File: src/rtl/midi_src_arbiter.sv
// midi_src_arbiter: buffers UART and CPU MIDI byte streams and merges them one whole message at a time,
// pacing the merged bytes with a one-cycle byteready pulse and a fixed inter-byte gap.
module midi_src_arbiter #(
    parameter int FIFO_DEPTH = 8,
    parameter int OUT_GAP    = 4,
    parameter int TIMEOUT    = 1000000
) (
    input  logic       CLOCK_50,
    input  logic       reset_reg_N,
    input  logic [1:0] mode,
    input  logic       byteready_u,
    input  logic [7:0] cur_status_u,
    input  logic [7:0] midibyte_nr_u,
    input  logic [7:0] midi_in_data_u,
    input  logic       byteready_c,
    input  logic [7:0] cur_status_c,
    input  logic [7:0] midibyte_nr_c,
    input  logic [7:0] midi_in_data_c,
    output logic       byteready,
    output logic [7:0] cur_status,
    output logic [7:0] midibyte_nr,
    output logic [7:0] midi_in_data,
    output logic       grant_src,
    output logic       locked,
    output logic       ovf_u,
    output logic       ovf_c,
    input  logic       ovf_clr
);
    localparam int AW = $clog2(FIFO_DEPTH);
    localparam int GW = $clog2(OUT_GAP + 1);
    localparam int TW = $clog2(TIMEOUT + 1);

    typedef enum logic [1:0] {IDLE, LOCK, EMIT, GAP} state_t;
    state_t state, state_n;

    logic [1:0]    br_q, rise, en, push, wr, pop, flush, full, nonempty, cand, ovf, mode_q, mode_e;
    logic [23:0]   mem [2][FIFO_DEPTH];
    logic [23:0]   din [2];
    logic [23:0]   head [2];
    logic [AW-1:0] wp [2];
    logic [AW-1:0] rp [2];
    logic [AW:0]   cnt [2];
    logic [GW-1:0] gcnt;
    logic [TW-1:0] tcnt;
    logic [23:0]   pick;
    logic          sel, go, rr, rr_n, end_q;

    // Entry layout is {status, byte index, data}
    function automatic logic msg_end(input logic [23:0] e);
        return (e[23:16] < 8'h80 || e[23:16] > 8'hF0) ? 1'b1 :
               (e[23:16] == 8'hF0) ? (e[15:8] != 8'd0 && e[7:0] == 8'hF7) :
               (e[23:20] inside {4'hC, 4'hD}) ? (e[15:8] == 8'd1) : (e[15:8] == 8'd2);
    endfunction

    assign din[0]   = {cur_status_u, midibyte_nr_u, midi_in_data_u};
    assign din[1]   = {cur_status_c, midibyte_nr_c, midi_in_data_c};
    // A new mode is only honoured between messages
    assign mode_e   = (state == IDLE) ? mode : mode_q;
    assign en       = {mode_e != 2'b01, mode_e != 2'b10};
    assign rise     = {byteready_c, byteready_u} & ~br_q;
    assign push     = rise & en;
    assign wr       = push & (~full | pop);
    assign flush    = ~en & {2{state == IDLE}};
    assign cand     = en & nonempty;
    assign pop      = go ? (sel ? 2'b10 : 2'b01) : 2'b00;
    assign pick     = sel ? head[1] : head[0];
    assign locked   = state != IDLE;
    assign ovf_u    = ovf[0];
    assign ovf_c    = ovf[1];

    for (genvar s = 0; s < 2; s++) begin : g_src
        assign full[s]     = cnt[s] == (AW+1)'(FIFO_DEPTH);
        assign nonempty[s] = cnt[s] != '0;
        assign head[s]     = mem[s][rp[s]];
    end

    always_ff @(posedge CLOCK_50)
        for (int s = 0; s < 2; s++)
            if (wr[s]) mem[s][wp[s]] <= din[s];

    always_comb begin
        state_n = state;
        sel     = grant_src;
        go      = 1'b0;
        rr_n    = rr;
        case (state)
            IDLE: if (|cand) begin
                sel     = &cand ? rr : cand[1];
                go      = 1'b1;
                state_n = EMIT;
            end
            EMIT: state_n = GAP;
            // The last gap cycle may already pop so the byte period stays OUT_GAP+1
            GAP: if (gcnt == GW'(OUT_GAP - 1)) begin
                if (end_q) begin
                    state_n = IDLE;
                    rr_n    = ~grant_src;
                end else if (nonempty[grant_src]) begin
                    go      = 1'b1;
                    state_n = EMIT;
                end else begin
                    state_n = LOCK;
                end
            end
            LOCK: if (nonempty[grant_src]) begin
                go      = 1'b1;
                state_n = EMIT;
            end else if (tcnt + TW'(1) == TW'(TIMEOUT)) begin
                state_n = IDLE;
            end
        endcase
    end

    always_ff @(posedge CLOCK_50 or negedge reset_reg_N)
        if (!reset_reg_N) begin
            state        <= IDLE;
            mode_q       <= '0;
            br_q         <= '0;
            ovf          <= '0;
            gcnt         <= '0;
            tcnt         <= '0;
            rr           <= 1'b0;
            end_q        <= 1'b0;
            grant_src    <= 1'b0;
            byteready    <= 1'b0;
            cur_status   <= '0;
            midibyte_nr  <= '0;
            midi_in_data <= '0;
            for (int s = 0; s < 2; s++) begin
                wp[s]  <= '0;
                rp[s]  <= '0;
                cnt[s] <= '0;
            end
        end else begin
            state     <= state_n;
            mode_q    <= mode_e;
            br_q      <= {byteready_c, byteready_u};
            rr        <= rr_n;
            gcnt      <= (state == GAP) ? gcnt + GW'(1) : '0;
            tcnt      <= (go || state == IDLE) ? '0 : tcnt + TW'(1);
            byteready <= go;
            ovf       <= (ovf & ~{2{ovf_clr}}) | (push & full & ~pop);
            if (go) begin
                {cur_status, midibyte_nr, midi_in_data} <= pick;
                end_q     <= msg_end(pick);
                grant_src <= sel;
            end
            for (int s = 0; s < 2; s++)
                if (flush[s]) begin
                    wp[s]  <= '0;
                    rp[s]  <= '0;
                    cnt[s] <= '0;
                end else begin
                    if (wr[s]) wp[s] <= wp[s] + AW'(1);
                    if (pop[s]) rp[s] <= rp[s] + AW'(1);
                    cnt[s] <= cnt[s] + (AW+1)'(wr[s]) - (AW+1)'(pop[s]);
                end
        end
endmodule

File: config.mk
export PLATFORM = sky130hd
export DESIGN_NAME = midi_src_arbiter
export DESIGN_NICKNAME = d
export VERILOG_FILES = /design/src/rtl/midi_src_arbiter.sv
export SDC_FILE = /design/constraint.sdc
export NUM_CORES = 1
export LEC_CHECK = 0
export BUFFER_PORTS_ARGS = -buffer_cell sky130_fd_sc_hd__buf_2
export CAP_MARGIN = 10
export CORE_ASPECT_RATIO = 1.4
export CORE_MARGIN = 10
export CORE_UTILIZATION = 50
export CTS_CLUSTER_SIZE = 28
export DETAILED_ROUTE_END_ITERATION = 10
export HOLD_SLACK_MARGIN = 0.12
export PLACE_DENSITY = 0.78
export SETUP_SLACK_MARGIN = 0.02
export SLEW_MARGIN = 20
export SYNTH_ARGS = -nofsm -noshare
export SYNTH_HDL_FRONTEND = slang
export SYNTH_SLANG_ARGS = --single-unit
File: constraint.sdc
create_clock -name CLOCK_50 -period 6.25 [get_ports CLOCK_50]
set_clock_uncertainty 0.2 [all_clocks]
set_input_delay 0.9375 -clock CLOCK_50 [delete_from_list [all_inputs] [get_ports CLOCK_50]]
set_output_delay 0.9375 -clock CLOCK_50 [all_outputs]
set_load 0.05 [all_outputs]
After elaboration in Yosys (flattened, before gate mapping)
Memories as Yosys holds them, arrays and structs flattened.
Index checks and enable logic that the tools add are counted.
Widths: inputs -> output; s select.
- bits in registers: 79
- bits in writable memories: 384
- input port bits: 55
- output and inout bits: 29
- logic and storage cells: 146
- memories: 1
- $add $sub $neg: 10
- order comparisons: 9
- equality and inequality tests: 18
- mux-type cells: 50
- bitwise gates (word level): 20
- reductions and logical operators: 19
- memories (memory ; words ; width ; read ports ; clocked after memory_dff ; wr ports ; RTL line ; text):
    mem ; 2 ; 192 ; 2 ; 0 ; 2 ; 37 ; logic [23:0] mem [2][FIFO_DEPTH];
- operators with widths (cell ; number):
    $mux 192 ; 2
    $mux 24 ; 7
    $bmux 24 s3 ; 2
    $demux 24 s3 ; 2
    $mux 3 ; 9
    $add 20x1->20 const B ; 1
    $eq 20x20->1 const B ; 1
    $mux 20 ; 1
    $mux 2 ; 9
    $and 2x2->2 ; 8
    $eq 4x4->1 const B ; 4
    $eq 8x8->1 const B ; 2
    $ge 4x4->1 const B ; 4
    $not 3->4 ; 4
    $add 3x1->3 const B ; 5
    $mux 1 ; 14
    $reduce_bool 2->1 ; 6
    $not 2->2 ; 5
    $add 4x1->4 ; 2
    $eq 8x1->1 const B ; 1
    $eq 8x2->1 const B ; 1
    $gt 8x8->1 const B ; 1
    $lt 4x1->1 const B ; 2
    $lt 8x8->1 const B ; 1
    21 further kinds ; 32

Logic depth before layout (Yosys ltp)
- depth in word-level cells: 15
- depth in mapped cells: 14
- gate-level depth less buffers: 14

Worst setup path after synthesis
Ideal clock, no wire load.
- kind: input port to flip-flop
- start point: in mode[1]
- end point: mem mem[0][168] in the netlist's numbering (enable)
- library setup time: 0.466 ns
- arrival: 4.693 ns
- data required time: 5.584 ns
- setup slack: 0.891 ns
- cell stages on the path: 7
- path buffers: 0
- cell sequence: or4b_2 o2111ai_1 a211o_1 inv_2 o2111ai_1 nand2_1 nor4_1
- RTL lines (element ; RTL line ; text):
    start, declared ; 10 ; input logic [1:0] mode,
    end, declared ; 37 ;

==> results_dict.tcl <==
set metrics [dict create \
    cts_buffer_depth 3 \
    synth_fp_nets 1145 \
    critPathCaptureType "flip-flop" \
    layout.cells.non_filler 1689 \
    postLayoutCoreUtil_pct 57.05 \
    avgViaCountPerCell 5.852 \
    cts_made_buffers 43 \
    peakVddDrop_mv 0.1989 \
    hp-class "in2async" \
    post-cts-setup-buffer-count 0 \
    power_density_mw_per_mm2 437.1 \
    worst_path_max_delay_cell "or4b_2" \
    cp_max_fo 36 \
    clock-sinks 463 \
    drt_wl_total_mm 38.87 \
    hpwl_mm 24.68 \
    grt_pass1_wl_mm 60.26 \
    max_stage_delay_ns 0.78 \
    synthSimpleGateAreaFrac_pct 6.281 \
    area_growth_pct 13.16 \
    cap_violations 0 \
    final_antenna_net_count 0 \
    synth_seq_cells 463 \
    finalSetupViolCount 0 \
    synthCells 1069 \
    root_buffer "clkbuf_16" \
    synthAdderAreaFrac_pct 1.472 \
    placed_area_mm2 0.01990 \
    die_w_um 184.2 \
    track_usage_pct 17.03 \
    slew_viol_final 0 \
    htreeDepth 2 \
    post_drt_wl_per_cell_um 23.01 \
    hold_viol_final 0 \
    drc 0 \
    rsz0062_at_grt "false" \
    relSlewSlack_pct 30.45 \
    ys_seq_area_share_pct 71.61 \
    grt_pass1_vias 10134 \
    layout.nets 1255 \
    clk_latency_ns 0.56 \
    critPathLaunchType "flip-flop" \
    cts_resized 0 \
    final_common_cell "edfxtp_1" \
    syn_area_mm2 0.01886 \
    synth-xor-area-share_pct 1.300 \
    grt_antenna_before_repair 6 \
    drt-initial-drc-count 895 \
    cts_hold_buf 0 \
    final_cell_mix "edfxtp_1 (384), nand2_1 (109), mux4_2 (82), buf_2 (82), dfrtp_1 (75)" \
    die_h_um 249.8 \
    fin_crit_ns 4.199 \
    via_count 9884 \
    ys_async_sr_fraction_pct 17.06 \
    status "finished clean" \
    power_mw 9.331 \
    post-route-cell-area_mm2 0.02135 \
    dpl.cell_count 1607 \
    cp.required_ns 6.26 \
    synth-compound-area-share_pct 2.759 \
    cp_cell_sequence "or4b_2, o2111ai_1, a211o_1, buf_4, inv_2, o2111ai_1, nand2_1, inv_2, nand2_1, nor2_2, buf_4" \
    port_buffers 83 \
    rows 84 \
    p_leak_nw 7.647 \
    syn_area_per_cell_um2 17.65 \
    synth_edf_count 384 \
    arrival_ns 4.20 \
    fmax_mhz 238.2 \
    fin_setup_tns_ns 0 \
    place.gp.congestion 0.8241 \
    synthDistinctLibCells 62 \
    synthMuxAreaShare_pct 14.57 \
    grt_max_degree 80 \
    path_clk_slew_ns 0.07 \
    synth_flop_cell "edfxtp_1" \
    ys_warn_count 0 \
    dr.pass1.iters 7 \
    layout-drive-gt1-share_pct 24.40 \
    dieArea_mm2 0.04601 \
    max_slew.worst_pin.slew_ns 1.035 \
    min_period_over_period_pct 67.18 \
    cts_tree "done" \
    coreArea_mm2 0.03742 \
    synth_top_family_by_area "multiplexers" \
    num_io_pins 84 \
    start_util_pct 50.42 \
    overflow 0 \
    crit_type "reg2reg" \
]
-- registers in the layout, indices dropped and copies added (netlist names), 2 cells and up --
register	flops
ovf	2
midi_in_data	8
cur_status	8
midibyte_nr	8
wp	6
gcnt	3
rp	6
tcnt	20
mode_q	2
state	2
mem	384
cnt	8
br_q	2
-- final timing paths --
check                            start         end  slack [ns]  cells after the start
setup reg to reg              state[0]  mem[0][71]        2.05                     11
hold / removal             reset_reg_N     gcnt[0]        0.20                      1
max in group asynchronous  reset_reg_N       rp[4]        5.03                      1
min in group CLOCK_50          gcnt[0]     gcnt[0]        0.25                      1
hold reg to reg                gcnt[0]     gcnt[0]        0.25                      1
setup / recovery              state[0]  mem[0][71]        2.05                     11
-- per-stage QoR --
step,hold WS (ns),setup WS (ns)
after floorplan,0.2080,0.8912
after global placement,0.2233,1.694
after detailed placement,0.2304,1.568
after CTS,0.2479,2.031
after global routing,0.2708,1.769
final,0.2044,2.051
-- synthesized netlist by cell type (all sizes together) (4+ instances only) --
| master | number | area, µm² |
|---|---|---|
| nor3 | 14 | 70.07 |
| mux2 | 11 | 123.9 |
| nand2 | 109 | 409.1 |
| inv | 28 | 105.1 |
| o21ai | 32 | 160.2 |
| and3 | 10 | 62.56 |
| nand4 | 9 | 56.30 |
| o2111ai | 4 | 35.03 |
| a21o | 6 | 45.04 |
| mux4 | 96 | 2215 |
| a21oi | 12 | 60.06 |
| nor4 | 6 | 43.79 |
| mux2i | 41 | 410.4 |
| o22ai | 4 | 25.02 |
| nand2b | 11 | 68.82 |
| dfrtp | 79 | 1977 |
| ha | 19 | 237.7 |
| a211oi | 5 | 37.54 |
| nor2b | 4 | 25.02 |
| nor3b | 5 | 37.54 |
| and2 | 9 | 56.30 |
| nor2 | 55 | 206.5 |
| nand3 | 9 | 45.04 |
| clkbuf | 25 | 107.6 |
| edfxtp | 384 | 11530 |
| xor2 | 15 | 131.4 |
| buf | 20 | 162.7 |
| xnor2 | 13 | 113.9 |
-- where the power goes --
part	internal [mW]	total, mW	switching (mW)
clock	1.55	2.67	1.12
combinational	1.03	2.60	1.57
sequential	3.72	4.06	0.335
-- area by class of cell --
type                       count  area, µm²
fill                        2790      16070
inverter                      29      108.9
sequential                   463      13510
timing repair buffer         110      624.3
clock buffer                  56       1146
antenna                        3      7.507
multi-input combinational    532       5061
clock inverter                23      294.0
tap                          473      591.8
-- cells by family after synthesis --
kind of cell | count (synthesis)
buffers and inverters | 74
AO/OA/AOI/OAI | 82
multiplexers | 148
adder cells (fa/ha/maj) | 21
flip-flops | 463
XOR/XNOR | 28
AND/OR/NAND/NOR | 253
-- routing by layer --
metal | GRT usage, % | up-vias | wire [µm]
li1 | - | 4403 | -
met1 | 21.18 | 5111 | 15430
met2 | 28.87 | 286 | 20060
met3 | 3.054 | 78 | 2052
met4 | 6.689 | 6 | 1284
met5 | 0 | - | 41
-- critical path, delay by kind of cell, from the launching register on --
| kind | cells | cell delay, ns |
|---|---|---|
| AOI/OAI and AO/OA | 3 | 0.63 |
| and+or+nand+nor | 4 | 1.31 |
| DFF | 1 | 0.52 |
| buffers and inverters | 4 | 1.17 |
Power figures use the tool's default switching activity.
